### src/rtl/div_seq_pkg.sv
// Shared constants and helpers for the RV32M iterative divider: op encodings,
// one-hot controller states and small sign/magnitude helpers.
package div_seq_pkg;

  localparam int DATA_W = 32;
  localparam int RD_W   = 5;
  localparam int CNT_W  = 6;

  // Same encoding as funct3[1:0] of the M-extension divide ops.
  localparam logic [1:0] DIVOP_DIV  = 2'b00;
  localparam logic [1:0] DIVOP_DIVU = 2'b01;
  localparam logic [1:0] DIVOP_REM  = 2'b10;
  localparam logic [1:0] DIVOP_REMU = 2'b11;

  typedef enum logic [4:0] {
    DIVST_IDLE = 5'b00001,
    DIVST_PREP = 5'b00010,
    DIVST_ITER = 5'b00100,
    DIVST_FIX  = 5'b01000,
    DIVST_DONE = 5'b10000
  } div_state_e;

  function automatic logic op_is_signed(input logic [1:0] op);
    return (op == DIVOP_DIV) || (op == DIVOP_REM);
  endfunction

  function automatic logic op_is_rem(input logic [1:0] op);
    return (op == DIVOP_REM) || (op == DIVOP_REMU);
  endfunction

  function automatic logic [DATA_W-1:0] mag(input logic [DATA_W-1:0] v, input logic sgn);
    return (sgn && v[DATA_W-1]) ? (~v + 1'b1) : v;
  endfunction

endpackage

### src/rtl/div_seq_if.sv
// Request/response handshake bundle between the execute stage (master) and
// the divide controller (slave).
interface div_seq_if;
  import div_seq_pkg::*;

  logic              req_valid;
  logic              req_ready;
  logic [1:0]        req_op;
  logic [DATA_W-1:0] req_a;
  logic [DATA_W-1:0] req_b;
  logic [RD_W-1:0]   req_rd;
  logic              kill;
  logic              busy;
  logic              resp_valid;
  logic              resp_ready;
  logic [DATA_W-1:0] resp_data;
  logic [RD_W-1:0]   resp_rd;

  modport master (
    output req_valid, req_op, req_a, req_b, req_rd, kill, resp_ready,
    input  req_ready, busy, resp_valid, resp_data, resp_rd
  );

  modport slave (
    input  req_valid, req_op, req_a, req_b, req_rd, kill, resp_ready,
    output req_ready, busy, resp_valid, resp_data, resp_rd
  );
endinterface

### src/rtl/div_step.sv
// One combinational restoring shift-subtract step on the {rem, quo} pair.
module div_step
  import div_seq_pkg::*;
(
  input  logic [DATA_W:0]   rem_in,
  input  logic [DATA_W-1:0] quo_in,
  input  logic [DATA_W-1:0] divisor,
  output logic [DATA_W:0]   rem_out,
  output logic [DATA_W-1:0] quo_out
);

  logic [2*DATA_W:0] shifted;
  logic [DATA_W+1:0] diff;

  assign shifted = {rem_in, quo_in} << 1;
  // One extra bit on the difference so its MSB is the borrow.
  assign diff    = {1'b0, shifted[2*DATA_W:DATA_W]} - {2'b00, divisor};

  assign rem_out = diff[DATA_W+1] ? shifted[2*DATA_W:DATA_W] : diff[DATA_W:0];
  assign quo_out = shifted[DATA_W-1:0] | {{(DATA_W-1){1'b0}}, ~diff[DATA_W+1]};

endmodule

### src/rtl/div_seq.sv
// Iterative DIV/DIVU/REM/REMU controller with a 32-step restoring datapath.
// Optional macro DIV_EARLY_OUT_EN: skip iterations when |a| < |b|.
module div_seq
  import div_seq_pkg::*;
(
  input  logic      clk,
  input  logic      reset,
  div_seq_if.slave  bus
);

  div_state_e        state_reg, state_next;
  logic [1:0]        op_reg;
  logic [DATA_W-1:0] a_reg;
  logic [DATA_W-1:0] b_reg;
  logic [RD_W-1:0]   rd_reg;
  logic [DATA_W:0]   rem_reg;
  logic [DATA_W-1:0] quo_reg;
  logic [CNT_W-1:0]  count_reg;
  logic              q_neg_reg;
  logic              r_neg_reg;
  logic [DATA_W-1:0] resp_data_reg;

  logic              is_signed;
  logic [DATA_W-1:0] abs_a, abs_b;
  logic              div_zero, overflow, early_out, special;
  logic              accept;
  logic [DATA_W:0]   step_rem;
  logic [DATA_W-1:0] step_quo;

  assign is_signed = op_is_signed(op_reg);
  assign abs_a     = mag(a_reg, is_signed);
  assign abs_b     = mag(b_reg, is_signed);
  assign div_zero  = (b_reg == '0);
  assign overflow  = is_signed && (a_reg == 32'h8000_0000) && (b_reg == 32'hFFFF_FFFF);
`ifdef DIV_EARLY_OUT_EN
  assign early_out = !div_zero && (abs_a < abs_b);
`else
  assign early_out = 1'b0;
`endif
  assign special   = div_zero || overflow || early_out;
  assign accept    = (state_reg == DIVST_IDLE) && bus.req_valid && !bus.kill;

  div_step u_step (
    .rem_in  (rem_reg),
    .quo_in  (quo_reg),
    .divisor (b_reg),
    .rem_out (step_rem),
    .quo_out (step_quo)
  );

  always_ff @(posedge clk) begin
    if (reset) state_reg <= DIVST_IDLE;
    else       state_reg <= state_next;
  end

  // Special cases pass through FIX with their final values preloaded and sign
  // flags cleared, so result selection lives in one place (2-edge latency).
  always_comb begin
    state_next = state_reg;
    case (state_reg)
      DIVST_IDLE: if (accept) state_next = DIVST_PREP;
      DIVST_PREP: state_next = special ? DIVST_FIX : DIVST_ITER;
      DIVST_ITER: if (count_reg == CNT_W'(DATA_W - 1)) state_next = DIVST_FIX;
      DIVST_FIX:  state_next = DIVST_DONE;
      DIVST_DONE: if (bus.resp_ready) state_next = DIVST_IDLE;
      default:    state_next = DIVST_IDLE;
    endcase
    if (bus.kill) state_next = DIVST_IDLE;
  end

  always_ff @(posedge clk) begin
    if (reset) begin
      op_reg        <= '0;
      a_reg         <= '0;
      b_reg         <= '0;
      rd_reg        <= '0;
      rem_reg       <= '0;
      quo_reg       <= '0;
      count_reg     <= '0;
      q_neg_reg     <= 1'b0;
      r_neg_reg     <= 1'b0;
      resp_data_reg <= '0;
    end else begin
      case (state_reg)
        DIVST_IDLE: begin
          if (accept) begin
            op_reg <= bus.req_op;
            a_reg  <= bus.req_a;
            b_reg  <= bus.req_b;
            rd_reg <= bus.req_rd;
          end
        end
        DIVST_PREP: begin
          count_reg <= '0;
          if (special) begin
            q_neg_reg <= 1'b0;
            r_neg_reg <= 1'b0;
            if (div_zero) begin
              quo_reg <= '1;
              rem_reg <= {1'b0, a_reg};
            end else if (overflow) begin
              quo_reg <= 32'h8000_0000;
              rem_reg <= '0;
            end else begin
              quo_reg <= '0;
              rem_reg <= {1'b0, a_reg};
            end
          end else begin
            q_neg_reg <= is_signed && (a_reg[DATA_W-1] ^ b_reg[DATA_W-1]);
            r_neg_reg <= is_signed && a_reg[DATA_W-1];
            quo_reg   <= abs_a;
            rem_reg   <= '0;
            b_reg     <= abs_b;
          end
        end
        DIVST_ITER: begin
          rem_reg   <= step_rem;
          quo_reg   <= step_quo;
          count_reg <= count_reg + 1'b1;
        end
        DIVST_FIX: begin
          if (op_is_rem(op_reg))
            resp_data_reg <= r_neg_reg ? (~rem_reg[DATA_W-1:0] + 1'b1) : rem_reg[DATA_W-1:0];
          else
            resp_data_reg <= q_neg_reg ? (~quo_reg + 1'b1) : quo_reg;
        end
        default: ;
      endcase
    end
  end

  assign bus.req_ready  = (state_reg == DIVST_IDLE);
  assign bus.busy       = (state_reg != DIVST_IDLE);
  assign bus.resp_valid = (state_reg == DIVST_DONE);
  assign bus.resp_data  = resp_data_reg;
  assign bus.resp_rd    = rd_reg;

endmodule
### src/flat_wrapper.sv
// flat-port wrapper written by rule: the top's interface ports become plain ports
module div_seq_flat import div_seq_pkg::*;
  (clk, reset, bus_req_valid, bus_req_op, bus_req_a, bus_req_b, bus_req_rd, bus_kill, bus_resp_ready, bus_req_ready, bus_busy, bus_resp_valid, bus_resp_data, bus_resp_rd);
  div_seq_if bus_i ();
  input  logic clk;
  input  logic reset;
  input wire logic [$bits(bus_i.req_valid)-1:0] bus_req_valid;
  input wire logic [$bits(bus_i.req_op)-1:0] bus_req_op;
  input wire logic [$bits(bus_i.req_a)-1:0] bus_req_a;
  input wire logic [$bits(bus_i.req_b)-1:0] bus_req_b;
  input wire logic [$bits(bus_i.req_rd)-1:0] bus_req_rd;
  input wire logic [$bits(bus_i.kill)-1:0] bus_kill;
  input wire logic [$bits(bus_i.resp_ready)-1:0] bus_resp_ready;
  output wire logic [$bits(bus_i.req_ready)-1:0] bus_req_ready;
  output wire logic [$bits(bus_i.busy)-1:0] bus_busy;
  output wire logic [$bits(bus_i.resp_valid)-1:0] bus_resp_valid;
  output wire logic [$bits(bus_i.resp_data)-1:0] bus_resp_data;
  output wire logic [$bits(bus_i.resp_rd)-1:0] bus_resp_rd;
  assign bus_i.req_valid = bus_req_valid;
  assign bus_i.req_op = bus_req_op;
  assign bus_i.req_a = bus_req_a;
  assign bus_i.req_b = bus_req_b;
  assign bus_i.req_rd = bus_req_rd;
  assign bus_i.kill = bus_kill;
  assign bus_i.resp_ready = bus_resp_ready;
  assign bus_req_ready = bus_i.req_ready;
  assign bus_busy = bus_i.busy;
  assign bus_resp_valid = bus_i.resp_valid;
  assign bus_resp_data = bus_i.resp_data;
  assign bus_resp_rd = bus_i.resp_rd;
  div_seq u_core (.clk(clk), .reset(reset), .bus(bus_i));
endmodule
### config.mk
export PLATFORM = sky130hd
export DESIGN_NAME = div_seq_flat
export DESIGN_NICKNAME = d
export VERILOG_FILES = /design/src/rtl/div_seq_pkg.sv /design/src/rtl/div_seq_if.sv /design/src/rtl/div_step.sv /design/src/rtl/div_seq.sv /design/src/flat_wrapper.sv
export SDC_FILE = /design/constraint.sdc
export NUM_CORES = 1
export LEC_CHECK = 0
export CORE_MARGIN = 4
export CORE_UTILIZATION = 45
export CTS_CLUSTER_SIZE = 14
export DETAILED_ROUTE_END_ITERATION = 12
export PLACE_DENSITY = 0.69
export SETUP_SLACK_MARGIN = 0.3
export SLEW_MARGIN = 30
export SYNTH_ARGS = -nofsm -noshare
export SYNTH_HDL_FRONTEND = slang
export SYNTH_HIERARCHICAL = 1
export SYNTH_SLANG_ARGS = --single-unit
### constraint.sdc
create_clock -name clk -period 3.9 [get_ports clk]
set_input_delay 0.975 -clock clk [delete_from_list [all_inputs] [get_ports clk]]
set_output_delay 0.975 -clock clk [all_outputs]
set_load 0.02 [all_outputs]
=== Word level (Yosys, flattened, before mapping) ===
Index checks and enable logic that the tools add are counted.

* Flip-flop bits (word level): 180
* Output and inout bits: 40
* Input port bits: 76
* Word-level logic and storage cells: 84

* Add/subtract/negate cells: 6
* Bitwise gates (word level): 7
* Equal/unequal tests: 16
* Multiplexer cells: 25
* Reduce and logical (&&, ||, !) cells: 19

{| class="wikitable"
|+ Operator list
! kind !! number
|-
| $mux W32 || 14
|-
| $pmux W32 S2 || 3
|-
| $add A32 B1 Y32 const B || 4
|-
| $not A32 Y32 || 4
|-
| $eq A32 B32 Y1 const B || 2
|-
| $sub A33 B32 Y34 || 1
|-
| $logic_not A32 Y1 || 1
|-
| $or A32 B1 Y32 || 1
|-
| $pmux W5 S5 || 1
|-
| $mux W5 || 3
|-
| $pmux W6 S2 || 1
|-
| $logic_and A1 B1 Y1 || 7
|-
| $add A6 B1 Y6 const B || 1
|-
| $eq A6 B5 Y1 const B || 1
|-
| $ne A2 B1 Y1 const B || 3
|-
| $eq A5 B1 Y1 const B || 1
|-
| $eq A5 B2 Y1 const B || 1
|-
| $eq A5 B3 Y1 const B || 1
|-
| $eq A5 B4 Y1 const B || 1
|-
| $eq A5 B5 Y1 const B || 1
|-
| $ne A5 B1 Y1 const B || 1
|-
| $eq A2 B2 Y1 const B || 2
|-
| $mux W4 || 1
|-
| $ne A2 B2 Y1 const B || 2
|-
| 11 further kinds || 15
|}

=== Depth between registers and ports, before layout ===
Gate-level depths: netlist of the first run.

* Depth after elaboration: 8
* Mapped depth: 14

=== Cells and area by module ===
The synthesis of the first run kept the hierarchy.

{| class="wikitable"
|+ By module, submodules not included
! module !! sequential area each (um^2) !! times used !! cells each !! area each (um^2)
|-
| div_seq || 3623.5 || 1 || 1362 || 10467.5
|-
| div_step || 0.0 || 1 || 358 || 2662.6
|}

=== Worst setup path before layout of the first run ===
Ideal clock, no wire load.

* Kind: reg-to-reg
* Start point: register u_core.b_reg[17]
* End point: register u_core.rem_reg[11]
* Slack: 1.064 ns
* Arrival time: 2.704 ns
* Required time: 3.767 ns
* Stages on the path, launching flop included: 15
* Setup time: 0.133 ns
* Period minus slack after synthesis: 2.836 ns
* Path through: dfxtp_1 -> inv_1 -> ha_1 -> clkbuf_1 -> and3_1 -> nand4_1 -> nor3_1 -> o211ai_1 -> a21oi_1 -> o221ai_2 -> nand2_2 -> buf_6 -> mux2_4 -> a22oi_1 -> a21oi_1

* Elaborated cells on any way between the ends: 10

{| class="wikitable"
|+ RTL lines
! element !! RTL line !! RTL
|-
| from (decl) || div_seq.sv:14 || <nowiki>logic [DATA_W-1:0] b_reg;</nowiki>
|-
| from (signal assigned) || div_seq.sv:89 || <nowiki>b_reg <= bus.req_b;</nowiki>
|-
| from (signal assigned) || div_seq.sv:113 || <nowiki>b_reg <= abs_b;</nowiki>
|-
| $sub A33 B32 Y34 || div_step.sv:17 || <nowiki>assign diff = {1'b0, shifted[2*DATA_W:DATA_W]} - {2'b00, divisor};</nowiki>
|-
| $mux W32 || div_step.sv:19 || <nowiki>assign rem_out = diff[DATA_W+1] ? shifted[2*DATA_W:DATA_W] : diff[DATA_W:0];</nowiki>
|-
| net u_core.step_rem[11] || div_seq.sv:27 || <nowiki>logic [DATA_W:0] step_rem;</nowiki>
|-
| $pmux W32 S2 || div_seq.sv:84 || <nowiki>case (state_reg)</nowiki>
|-
| to (signal assigned) || div_seq.sv:100 || <nowiki>rem_reg <= {1'b0, a_reg};</nowiki>
|-
| to (signal assigned) || div_seq.sv:106 || <nowiki>rem_reg <= {1'b0, a_reg};</nowiki>
|-
| to (signal assigned) || div_seq.sv:117 || <nowiki>rem_reg <= step_rem;</nowiki>
|-
| to (decl) || div_seq.sv:16 || <nowiki>logic [DATA_W:0] rem_reg;</nowiki>
|}

The timed path passes the listed nets, and every way through them passes these cells.
A chain may end at the register's enable or synchronous reset.

=== Worst setup path after layout of the first run ===
* Start point: register u_core.b_reg[14]
* End point: register u_core.rem_reg[14]

The elaborated chain is that of the path after synthesis.

==> flow_summary.ini, run 1 <==
[power]
vdd_drop_max_mv = 0.205
p_per_area_nw_per_um2 = 312
p_leak_nw = 5.73

[timing]
skew_ns = 0.0156
clock.fmax_ghz = 0.295
finalHoldViolCount = 0
post-route-period-util_pct = 87.0
rsz0062_at_grt = false
hold_slack_ns = 0.445
slew_viol_final = 0
finalSetupTns_ns = 0
worstMarginPinSlew_ns = 0.866
setup_violations = 0
finalCriticalPeriod_ns = 3.39
slew_headroom_pct = 42.3
worst_slack_ns = 0.506

[min_path]
hold_class = register to register
hold_path_depth = 2

[run]
maxCapViolations = 0

[global_route]
overflow = 0
first_global_vias = 12400
grt_pass1_wl_um = 70000
antenna_found_initial = 1
grt_max_degree = 115
grtUsageTotal_pct = 27.7

[cts]
cts_buffer_depth = 2
cts.sinks = 180
clkSlewWorstSetupHoldPaths_ns = 0.08
htreeDepth = 4
cts_made_buffers = 17
cts-root-buf = clkbuf_16
cts_tree = built
insertion_delay_ns = 0.44
post-cts-setup-buffer-count = 0

[final_layout]
antenna_cells = 0
drive_above_1_share_pct = 9.59
area_delta_synth_final_pct = 16.2
final_nets = 1875

[floorplanning]
die_w_um = 178
coreArea_um2 = 28600
row_count = 62
dieArea_um2 = 31800
boundaryPins = 116
die_y_um = 178
start_util_pct = 45.6

[placed_design]
gp_congestion = 0.939
place_hpwl_um = 34100
dp_slack_ns = 0.363
port_buffers = 115

[synthesis]
yosysWarningCount = 6
synth_cells = 1709
synth_fp_nets = 1824
synthesis.area_um2 = 13000
syn_avg_cell_area_um2 = 7.64

[route]
drc = 0
wl_um = 45400
drt_iter0_drc = 1659
viasPerCell = 6.33
dr.pass1.iters = 6
wire_per_inst_um = 21.1
vias = 13700
antenna_left = 0

[worst_setup_path]
crit_path_max_incr_delay_ns = 0.50
cp_common_cell = a21oi_1
cp_max_fo = 15
critPathLaunchType = register
end_kind = register
cp_cell_sequence = inv_1 > ha_1 > nand2_1 > or2_2 > nor3_1 > o211ai_1 > a21oi_1 > o221ai_2 > nand2_4 > buf_4 > mux2_4 > a22oi_1 > a21oi_1
crit_slowest_cell = dfxtp_1
cp_top_family = compound AO/OA/AOI/OAI gates
r2r.worst_path.cells = 13
required_ns = 4.19
crit_arrival_ns = 3.68
cp_num_buf_inv = 2
critPathKind = register to register
path_depth = 13

[run_status]
outcome = complete, no violations
-- layer usage --
| metal | wire, um | vias up | global-route usage [%] |
|---|---|---|---|
| met2 | 20400 | 718 | 43.4 |
| met1 | 19600 | 6469 | 39.0 |
| met5 | 0 | - | 0 |
| li1 | - | 6376 | - |
| met4 | 1360 | 0 | 9.40 |
| met3 | 4120 | 93 | 4.18 |
-- worst reg2reg max path: cells and delay by family (launching register included) --
kind	cells	cell delay (ns)
adder cells (fa/ha/maj)	1	0.36
multiplexers	1	0.30
AND/OR/NAND/NOR	4	0.84
AO/OA/AOI/OAI	5	0.94
flip-flops	1	0.50
buffers and inverters	2	0.30
-- final cells by class --
class / instances / area, um^2
clock buffer: 18 / 429
timing repair buffer: 188 / 1730
fill: 2726 / 13500
multi-input combinational: 1316 / 8540
clock inverter: 14 / 159
sequential: 180 / 3610
tap: 384 / 480
inverter: 57 / 214
-- power by group --
part,internal (mW),switching (mW),leakage (nW),total [mW]
sequential,1.88,0.0785,1.46,1.96
clock,0.864,0.890,0.283,1.75
combinational,0.434,0.588,3.99,1.02
-- path summary, 6_finish.rpt --
check,start,to,slack (ns)
worst min register to register,u_core/bus.resp_data[11],u_core/bus.resp_data[11],0.44
worst max register to register,u_core/b_reg[14],u_core/rem_reg[14],0.51
worst min-delay path,u_core/bus.resp_data[11],u_core/bus.resp_data[11],0.44
worst max-delay path,u_core/b_reg[14],u_core/rem_reg[14],0.51
-- cell usage in the layout (no fill, tap or decap), drive strengths merged, types with 26 or more instances in the layout --
cell           count
a22oi             57
xor2              61
clkdlybuf4s50    114
inv               65
xnor2             51
ha                38
mux2              31
o21ai             82
dfxtp            180
o31ai             34
nor2              91
nor4              30
nand2            243
nand3             26
a21oi            181
buf               74
nor3              43
-- metrics by stage --
stage,std cells,utilization (%),instance area [um^2],power [mW]
after floorplan,1709,-,13000,2.65
after global placement,2125,50.9,14600,2.98
after detailed placement,2125,50.9,14600,2.99
after CTS,2157,52.9,15200,4.73
after global routing,2157,53.0,15200,4.91
final,2157,53.0,15200,4.73
-- repair_timing --
action                                  in CTS  in global routing
hold buffers                                 0                  0
endpoints found under the setup margin       0                 29
gates resized for setup                      0                  4
Note: power is estimated with default switching activity, not from simulation.
==> run 2, diff against run 1 <==
Settings changed: CORE_ASPECT_RATIO from default to 1.4, PLACE_DENSITY 0.69 to default.
==> run 2 against run 1 <==
Critical path depth is the same; global-route usage grew 0.39 points; final cell count shrank 0.74%; sequential share of layout area grew 0.069 points; worst hold slack gained 0.0040 ns; cell area shrank 0.32%; clock skew shrank 0.0036 ns; utilization grew 0.066 points; highest routed layer unchanged; largest power group unchanged.
==> flow_summary.ini, run 2 (synthesis gave the netlist of run 1 again) <==
[worst_setup_path]
crit_path_max_incr_delay_ns = 0.44
reg2reg_setup_slack_ns = 0.46
critPathKind = register to register
cp_cell_sequence = inv_1 > ha_1 > and3_1 > nand4_1 > nor3_2 > o211ai_1 > a21oi_2 > o221ai_2 > nand2_2 > buf_12 > mux2_2 > a22oi_1 > a21oi_1
cp_max_fo = 23
crit_slowest_cell = dfxtp_1
critPathCapture = u_core/rem_reg[1]
required_ns = 4.20
r2r.worst_path.cells = 13
end_kind = register
reg2reg_from = u_core/b_reg[17]
crit_path_start = u_core/b_reg[17]
reg2reg_to = u_core/rem_reg[1]
critPathLaunchType = register
crit_arrival_ns = 3.75

[power]
p_clk_share_pct = 37.2
p_per_area_nw_per_um2 = 314
p_seq_share_pct = 41.3
intPower_mw = 3.27
p_leak_nw = 5.69
power.net_switching_mw = 1.48
power_frac_comb_pct = 21.5
vdd_drop_max_mv = 0.293
switching_share_pct = 31.1

[final_layout]
area_delta_synth_final_pct = 15.8
nFillCells = 2777
final_common_cell = nand2_1
antenna_cells = 0
drive_above_1_share_pct = 9.34
final_nets = 1868
final_cell_mix = 241 x nand2_1, 179 x a21oi_1, 177 x dfxtp_1, 114 x clkdlybuf4s50_1, 86 x nor2_1
final_util_pct = 53.0

[floorplanning]
die_y_um = 209
boundaryPins = 116
coreArea_um2 = 28500
dieArea_um2 = 31800
start_util_pct = 45.8
row_count = 73
die_w_um = 152

[route]
wire_per_inst_um = 21.9
antenna_left = 0
wl_um = 46800
viasPerCell = 6.25
drt_iter0_drc = 1096
drc = 0
vias = 13400
dr.pass1.iters = 5

[timing]
clock.fmax_ghz = 0.290
rsz0062_at_grt = false
finalCriticalPeriod_ns = 3.44
finalHoldViolCount = 0
setup_violations = 0
post-route-period-util_pct = 88.3
hold_slack_ns = 0.449
slew_viol_final = 0
finalSetupTns_ns = 0
skew_ns = 0.0120
worstMarginPinSlew_ns = 0.837
slew_headroom_pct = 44.2

[cts]
insertion_delay_ns = 0.44
cts.sinks = 180
ctsHoldBuffers = 0
post-cts-setup-buffer-count = 0
htreeDepth = 4
cts_buffer_depth = 2
cts_made_buffers = 17
clkSlewWorstSetupHoldPaths_ns = 0.08
cts_tree = built
cts-root-buf = clkbuf_16

[global_route]
grtUsageTotal_pct = 28.1
grt_max_degree = 108
grt_pass1_wl_um = 72000
antenna_found_initial = 0
first_global_vias = 12800
overflow = 0

[placed_design]
port_buffers = 115
place_hpwl_um = 35500
gp_congestion = 0.943

[run]
maxCapViolations = 0

[run_status]
outcome = complete, no violations

[min_path]
hold_class = register to register
[run 2: changes by cell type in the layout (fill, tap and decap cells not counted), sizes merged]
cell and delta:
buf -7, bufinv +2, clkbuf +1, clkinv -2, clkinvlp +2, inv -3
[run 2: metrics by stage]
step,power [mW],setup WS (ns),area [um^2],cells
floorplan,2.65,1.06,13000,1709
global placement,3.00,0.361,14500,2109
detailed placement,3.00,0.312,14500,2109
CTS,4.75,0.354,15100,2141
global route,4.92,0.318,15100,2141
finish,4.74,0.457,15100,2141
[run 2: final cells by class]
cell class	instances	area [um^2]	share of cell area, %
Multi-Input combinational cell	1316	8550	56.6
Sequential cell	180	3610	23.9
Clock inverter	13	148	0.977
Timing Repair Buffer	181	1690	11.2
Clock buffer	19	433	2.86
Inverter	57	214	1.42
Tap cell	375	469	3.10
[run 2: timing repair]
item                       4_1_cts  5_1_grt
gates resized for setup          1        4
setup endpoints to repair        1       30
pin swaps                        0        1
[run 2: layer usage]
metal	part of all wire [%]	track usage [%]
met1	40	33.8
met2	49	49.2
met3	5.3	3.40
met4	5.0	14.2
met5	0	0
[run 2: critical path, delay by kind of cell, from the launching register on]
| family | cells | cell delay (ns) |
|---|---|---|
| muxes | 1 | 0.36 |
| adders and majority gates | 1 | 0.44 |
| DFF | 1 | 0.44 |
| and+or+nand+nor | 4 | 0.80 |
| AOI/OAI and AO/OA | 5 | 0.92 |
| buffers and inverters | 2 | 0.30 |
[run 2: worst min-delay path by stage]
stage | to | cells past startpoint | start
global route | u_core/bus.resp_data[11] | 2 | u_core/bus.resp_data[11]
CTS | u_core/bus.resp_data[11] | 2 | u_core/bus.resp_data[11]
floorplan | u_core/count_reg[3] | 1 | u_core/count_reg[3]
finish | u_core/bus.resp_data[11] | 2 | u_core/bus.resp_data[11]
detailed placement | u_core/bus.resp_data[11] | 2 | u_core/bus.resp_data[11]
global placement | u_core/bus.resp_data[11] | 2 | u_core/bus.resp_data[11]
[run 2: power by group through the flow]
stage,logic (mW),clock network [mW],registers (mW)
4_1_cts,1.00,1.79,1.96
6_report,1.02,1.77,1.96
3_3_place_gp,0.997,0,2.00
2_1_floorplan,0.685,0,1.96
5_1_grt,1.10,1.86,1.96
3_5_place_dp,0.999,0,2.00
